## src/rtl/i2c_pkg.sv

```systemverilog
// i2c_pkg: state encoding, quarter indices, RW constants and line-drive decode shared by the I2C controller and peripheral
package i2c_pkg;
  typedef enum logic [2:0] {IDLE, START, ADDR, ADDR_ACK, DATA, DATA_ACK, STOP} state_t;
  localparam logic [1:0] Q0 = 2'd0;
  localparam logic [1:0] Q1 = 2'd1;
  localparam logic [1:0] Q2 = 2'd2;
  localparam logic [1:0] Q3 = 2'd3;
  localparam logic RW_WRITE = 1'b0;
  localparam logic RW_READ = 1'b1;
  // returns {scl_oe, sda_oe} for a given slot position; b is the SDA bit level of a bit slot
  function automatic logic [1:0] line_drive(state_t s, logic [1:0] q, logic b);
    return s == IDLE ? 2'b00 :
           s == START ? {q == Q3, q >= Q2} :
           s == STOP ? {q == Q0, q <= Q1} :
           {q == Q0 || q == Q3, ~b};
  endfunction
endpackage

```

## src/rtl/i2c_quarter_tick.sv

```systemverilog
// i2c_quarter_tick: CLK_DIV divider producing a registered quarter-period tick, frozen while hold is high
module i2c_quarter_tick #(
  parameter int CLK_DIV = 4
) (
  input  logic clk,
  input  logic rst_n,
  input  logic en,
  input  logic hold,
  output logic tick
);
  logic [7:0] cnt;
  logic wrap;
  assign wrap = cnt == 8'(CLK_DIV - 1);
  always_ff @(posedge clk) begin
    if (!rst_n || !en) begin
      cnt <= 8'd0;
      tick <= 1'b0;
    end else if (hold) begin
      tick <= 1'b0;
    end else begin
      cnt <= wrap ? 8'd0 : cnt + 8'd1;
      tick <= wrap;
    end
  end
endmodule

```

## src/rtl/i2c_controller.sv

```systemverilog
// i2c_controller: single-byte I2C master (write or read) with open-drain line control and clock stretching
module i2c_controller
  import i2c_pkg::*;
#(
  parameter int CLK_DIV = 4
) (
  input  logic       clk,
  input  logic       rst_n,
  input  logic       start,
  input  logic       rw,
  input  logic [6:0] addr,
  input  logic [7:0] wdata,
  output logic       busy,
  output logic       done,
  output logic       ack_err,
  output logic [7:0] rdata,
  input  logic       scl_in,
  input  logic       sda_in,
  output logic       scl_oe,
  output logic       sda_oe
);
  state_t state, ns;
  logic [1:0] q, nq;
  logic [2:0] bit_cnt, nb;
  logic rw_r, smp, tick, last, nbit;
  logic [6:0] addr_r;
  logic [7:0] wdata_r, tmp, abyte;
  assign last = state == STOP && q == Q3 && tick;
  i2c_quarter_tick #(.CLK_DIV(CLK_DIV)) u_tick (
    .clk  (clk),
    .rst_n(rst_n),
    .en   (busy & ~last),
    .hold (q == Q1 && !scl_in),
    .tick (tick)
  );
  // next slot position is computed ahead so the line outputs register in step with it
  always_comb begin
    abyte = {addr_r, rw_r};
    ns = state;
    nq = q;
    nb = bit_cnt;
    if (state == IDLE) begin
      if (start) ns = START;
    end else if (tick) begin
      nq = q + 2'd1;
      if (q == Q3) begin
        case (state)
          START: ns = ADDR;
          ADDR: begin
            nb = bit_cnt + 3'd1;
            ns = bit_cnt == 3'd7 ? ADDR_ACK : ADDR;
          end
          ADDR_ACK: ns = smp ? STOP : DATA;
          DATA: begin
            nb = bit_cnt + 3'd1;
            ns = bit_cnt == 3'd7 ? DATA_ACK : DATA;
          end
          DATA_ACK: ns = STOP;
          default: ns = IDLE;
        endcase
      end
    end
    nbit = ns == ADDR ? abyte[3'd7 - nb] :
           (ns == DATA && rw_r == RW_WRITE) ? wdata_r[3'd7 - nb] : 1'b1;
  end
  always_ff @(posedge clk) begin
    if (!rst_n) begin
      state <= IDLE;
      q <= Q0;
      bit_cnt <= 3'd0;
      scl_oe <= 1'b0;
      sda_oe <= 1'b0;
      busy <= 1'b0;
      done <= 1'b0;
      ack_err <= 1'b0;
      rdata <= 8'h00;
      rw_r <= RW_WRITE;
      addr_r <= 7'h00;
      wdata_r <= 8'h00;
      tmp <= 8'h00;
      smp <= 1'b1;
    end else begin
      state <= ns;
      q <= nq;
      bit_cnt <= nb;
      {scl_oe, sda_oe} <= line_drive(ns, nq, nbit);
      busy <= ns != IDLE;
      done <= state == STOP && ns == IDLE;
      if (state == IDLE && start) begin
        rw_r <= rw;
        addr_r <= addr;
        wdata_r <= wdata;
        ack_err <= 1'b0;
      end
      if (tick && q == Q2) begin
        smp <= sda_in;
        if (state == DATA && rw_r == RW_READ) tmp <= {tmp[6:0], sda_in};
      end
      if (tick && q == Q3 && state == ADDR_ACK && smp) ack_err <= 1'b1;
      if (tick && q == Q3 && state == DATA_ACK) begin
        if (rw_r == RW_READ) rdata <= tmp;
        else if (smp) ack_err <= 1'b1;
      end
    end
  end
endmodule

```

## config.mk

```make
export PLATFORM = sky130hd
export DESIGN_NAME = i2c_controller
export DESIGN_NICKNAME = d
export VERILOG_FILES = /design/src/rtl/i2c_pkg.sv /design/src/rtl/i2c_quarter_tick.sv /design/src/rtl/i2c_controller.sv
export SDC_FILE = /design/constraint.sdc
export NUM_CORES = 1
export LEC_CHECK = 0
export CAP_MARGIN = 20
export CORE_ASPECT_RATIO = 0.6
export CORE_MARGIN = 2
export CORE_UTILIZATION = 38
export DETAILED_ROUTE_END_ITERATION = 16
export GPL_ROUTABILITY_DRIVEN = 0
export HOLD_SLACK_MARGIN = 0.1
export PLACE_DENSITY = 0.7
export SLEW_MARGIN = 0
export SYNTH_ARGS = -nofsm -noshare
export SYNTH_HDL_FRONTEND = slang
export SYNTH_HIERARCHICAL = 1
export SYNTH_SLANG_ARGS = --single-unit
```

## constraint.sdc

```tcl
create_clock -name clk -period 2.9 [get_ports clk]
set_input_delay 0.58 -clock clk [delete_from_list [all_inputs] [get_ports clk]]
set_output_delay 0.58 -clock clk [all_outputs]
set_load 0.03 [all_outputs]
```

# [Word-level counts from Yosys, hierarchy flattened]
# Index checks and enable logic that the tools add are counted.
# Widths: inputs -> output; s select.
[op_classes] add_sub_neg=4 n_lt_le_gt_ge=3 eq_ne=16 muxes=28 bitwise=5 n_reduce_logical=26
[op_table] cell="$mux 3" count=8
[op_table] cell="$eq 3x3->1 const B" count=6
[op_table] cell="$pmux 3 s5" count=1
[op_table] cell="$logic_and 1x1->1" count=12
[op_table] cell="$mux 1" count=11
[op_table] cell="$mux 2" count=5
[op_table] cell="$eq 3x2->1 const B" count=3
[op_table] cell="$add 8x1->8 const B" count=1
[op_table] cell="$eq 8x2->1 const B" count=1
[op_table] cell="$mux 8" count=1
[op_table] cell="$bmux 1 s3" count=2
[op_table] cell="$eq 2x2->1 const B" count=3
[op_table] cell="$eq 3x1->1 const B" count=2
[op_table] cell="$logic_not 3->1" count=2
[op_table] cell="$reduce_or 2->1" count=3
[op_table] cell="$lt 3x4->1 const B" count=1
[op_table] cell="$not 1->1" count=4
[op_table] cell="$reduce_and 2->1" count=2
[op_table] cell="$add 3x1->3 const B" count=1
[op_table] cell="$logic_not 1->1" count=3
[op_table] cell="$reduce_bool 3->1" count=1
[op_table] cell="$sub 3x3->3 const A" count=1
[op_table] cell="$add 2x1->2 const B" count=1
[op_table] cell="$eq 2x1->1 const B" count=1
[op_table] cell="other kinds (5)" count=6
[word_totals] ff_bits=55 inputBits=21 out_inout_bits=13 elab_cells=98

# [Logic depth before layout (Yosys ltp)]
[logic_depth] ltp_word=14 mapped_depth=10 depth_no_buf=9

# [Hierarchy]
# The synthesis kept the hierarchy.
[by_module_without_submodules] module="i2c_controller" n_inst=1 cells_per_inst=251 area_per_inst_um2=2187.1 seq_area_each_um2=920.9
[by_module_without_submodules] module="i2c_quarter_tick" n_inst=1 cells_per_inst=44 area_per_inst_um2=415.4 seq_area_each_um2=180.2

# [Least setup slack after synthesis]
# OpenSTA, ideal clock, no wires.
[synth_timing] kind="register -> register" from="register q[1]" to="register sda_oe" t_arrival_ns=1.959 required_ns=2.780 path_slack_ns=0.821 stages_incl_launch_ff=8 n_path_buf=0 synth_period_minus_slack_ns=2.079 cell_sequence="dfxtp_1 -> ha_1 -> nand3b_1 -> nor2_8 -> mux2i_1 -> a2111oi_0 -> a22o_1 -> o31a_1"
[synth_via] elab_chain_len=12 word_cells_on_any_way=29 classes_between="add/sub (2); order compare (2); eq/ne (5); mux (16); bitwise (1); reduce/logical (3)"
[synth_lines] item="from (decl)" line="i2c_controller.sv:23" text="logic [1:0] q, nq;"
[synth_lines] item="from (signal assigned)" line="i2c_controller.sv:84" text="q <= nq;"
[synth_lines] item="$eq 2x2->1" line="i2c_controller.sv:46" text="if (q == Q3) begin"
[synth_lines] item="$mux 3" line="i2c_controller.sv:46"
[synth_lines] item="$mux 3" line="i2c_controller.sv:44" text="end else if (tick) begin"
[synth_lines] item="$mux 3" line="i2c_controller.sv:42" text="if (state == IDLE) begin"
[synth_lines] item="$sub 3x3->3" line="i2c_controller.sv:63, i2c_controller.sv:64"
[synth_lines] item="$bmux 1 s3" line="i2c_controller.sv:64" text="(ns == DATA && rw_r == RW_WRITE) ? wdata_r[3'd7 - nb] : 1'b1;"
[synth_lines] item="$mux 1 (not written as such)" line="i2c_controller.sv:64"
[synth_lines] item="$mux 1" line="i2c_controller.sv:64"
[synth_lines] item="$mux 1" line="i2c_controller.sv:63" text="nbit = ns == ADDR ? abyte[3'd7 - nb] :"
[synth_lines] item="$not 1->1" line="i2c_pkg.sv:15" text="{q == Q0 || q == Q3, ~b};"
[synth_lines] item="$mux 2" line="i2c_pkg.sv:14" text="s == STOP ? {q == Q0, q <= Q1} :"
[synth_lines] item="$mux 2" line="i2c_pkg.sv:13" text="s == START ? {q == Q3, q >= Q2} :"
[synth_lines] item="to (signal assigned)" line="i2c_controller.sv:86" text="{scl_oe, sda_oe} <= line_drive(ns, nq, nbit);"
[synth_lines] item="to (decl)" line="i2c_controller.sv:20" text="output logic sda_oe"
# Parallel ways exist; a longest one is shown, timed or not. The select of a mux whose other input is x is not followed.
# A chain may end at the register's enable or synchronous reset.

# [Worst setup path in the final report]
# Same ends and word-level chain as after synthesis.

==> flow_summary.toml <==
[outcome]
outcome = "finished clean"

[yosys]
synth_cells = 295
syn-num-nets = 324
async_reset_ff_frac = 0
synth_edf_count = 0
netlist_area_um2 = 2600
syn_area_per_cell_um2 = 8.82
synth_seq_cells = 55
yosysWarningCount = 6
synth-seq-area-share = 0.423
synthFlopType = "dfxtp_1"
synth_cell_types = 50

[placement]
port_buffers = 33
hpwl_um = 4140
dpl.cell_count = 404
place_ws_ns = 0.475

[clock_tree]
post-cts-setup-buffer-count = 0
cts.sinks = 55
cts_resized = 0
cts_buffer_depth = 2
htree_levels = 2
cts_hold_buf = 0
cts_tree = "yes"
cts_root_buf = "clkbuf_16"
cts_buffers = 5
path_clk_slew_ns = 0.07
clk_latency_ns = 0.30

[worst_setup_path]
crit_buf_inv = 0
path_max_fanout = 10
cp_top_family = "compound AO/OA/AOI/OAI gates"
cp.required_ns = 3.09
startpoint_type = "flip-flop"
setup.worst_path.end_class = "flip-flop"
path_class = "flip-flop to flip-flop"
cp_slowest_cell = "mux2i_1"
arrival_ns = 2.67
slowest_delay_ns = 0.41
crit_chain = "ha_1 > nand3b_1 > nor2_8 > mux2i_1 > a2111oi_0 > a22o_1 > o31a_1"

[route]
vias = 2159
drc = 0
first_pass_iters = 5
drtIter0Drc = 151
drt-wirelength-per-cell_um = 14.0
wl_um = 5760
drtAntennaViolNets = 0
avgViaCountPerCell = 5.24

[global_routing]
grt_max_degree = 33
overflow = 0
antenna_found_initial = 0
grt_pass1_wl_um = 9420
grt_pass1_vias = 1893
track_usage = 0.160

[finish]
syn_to_final_growth_pct = 21.0
n_fill_cell = 631
stdcell_count = 412
seq_area_um2 = 1100
final_cell_mix = "dfxtp_1, nand2_1, nor2_1, clkdlybuf4s50_1, mux2i_1"
nets = 353
layout-drive-gt1-share = 0.0585
final_common_cell = "dfxtp_1"
multi_input_area_um2 = 1410
final_util = 0.474
diodes = 0

[power]
leakagePower_nw = 1.22
peakVddDrop_mv = 0.246
power_density_nw_per_um2 = 478

[floorplan]
dieArea_um2 = 7550
core_um2 = 6650
dieHeight_um = 68.1
row_count = 23
pin_count = 34
die-width_um = 111
initial_core_util = 0.391

[timing]
fin_crit_sh = 0.855
finalWorstSetupSlack_ns = 0.422
tightest_slew_ns = 0.656
grt_setup_unrepaired = "no"
fin_skew_ns = 0.00510
max_slew_margin = 0.563
max_freq_ghz = 0.404
setup-tns-final_ns = 0
period_needed_ns = 2.48
slew_viol_final = 0
finalSetupViolations = 0
final_hold_viol_count = 0

[hold_path]
hp-class = "flip-flop to flip-flop"

[job]
max-cap-violations = 0
## worst register-to-register path: stages, from the launching register on
cell and delay [ns]:
dfxtp_1 0.40, ha_1 0.31, nand3b_1 0.26, nor2_8 0.28, mux2i_1 0.41, a2111oi_0 0.18
a22o_1 0.25, o31a_1 0.28
## Yosys cell counts (3+ instances only)
library cell,count,area [um^2]
a21oi_1,22,110
a221oi_1,8,70.1
a31oi_1,3,18.8
buf_2,3,15.0
clkbuf_1,9,33.8
dfxtp_1,55,1100
ha_1,8,100
inv_1,8,30.0
mux2i_1,24,240
nand2_1,43,161
nand2b_1,3,18.8
nand3_1,7,35.0
nand4b_1,3,26.3
nor2_1,35,131
nor2b_1,6,37.5
nor3_1,3,15.0
o21ai_0,6,30.0
or3_1,3,18.8
xnor2_1,4,35.0
xor2_1,4,35.0
## final timing paths
| path | start | slack, ns | cells past startpoint | to |
|---|---|---|---|---|
| setup reg to reg | q[1] | 0.42 | 7 | sda_oe |
| hold / removal | addr_r[5] | 0.46 | 2 | addr_r[5] |
| hold reg to reg | addr_r[5] | 0.46 | 2 | addr_r[5] |
| setup / recovery | q[1] | 0.42 | 7 | sda_oe |
## cells by family (layout without fill, tap and decap cells)
kind of cell	after synthesis	after routing	synth area share
AOI/OAI and AO/OA	57	57	0.146
adders and majority gates	8	8	0.0385
muxes	26	26	0.101
xor gates and xnor gates	9	9	0.0332
DFF	55	55	0.423
and+or+nand+nor	118	118	0.223
buffers and inverters	22	52	0.0361
## layer usage
| layer | track usage | routed length, um | up-vias | share of wire |
|---|---|---|---|---|
| li1 | - | - | 1098 | - |
| met1 | 0.232 | 2920 | 969 | 0.51 |
| met2 | 0.221 | 2340 | 84 | 0.41 |
| met3 | 0.0399 | 409 | 8 | 0.071 |
| met4 | 0.0750 | 91 | 0 | 0.016 |
| met5 | 0 | 0 | - | 0 |
## state kept, by name (all words and copies together) (netlist names), 2 cells and up
register and count:
rdata 8, tmp 8, u_tick/cnt 8, wdata_r 8, addr_r 7, bit_cnt 3
state 3, q 2
## stage by stage
stage	power [mW]	instance area (um^2)	hold WS [ns]
3_5_place_dp	0.903	3000	0.454
3_3_place_gp	0.901	3000	0.444
4_1_cts	1.53	3150	0.466
6_report	1.51	3150	0.464
2_1_floorplan	0.854	2600	0.433
5_1_grt	1.57	3150	0.483
## layout make-up
| cell class | count | area share |
|---|---|---|
| Multi-Input combinational cell | 218 | 0.447 |
| Inverter | 9 | 0.0107 |
| Timing Repair Buffer | 35 | 0.110 |
| Tap cell | 87 | 0.0346 |
| Clock buffer | 5 | 0.0397 |
| Clock inverter | 3 | 0.00874 |
| Sequential cell | 55 | 0.350 |
## power by group
part	switching, mW	internal [mW]
Sequential	0.0177	0.772
Clock	0.292	0.328
Combinational	0.0476	0.0470
No activity file was read; power rests on OpenSTA's default activity.
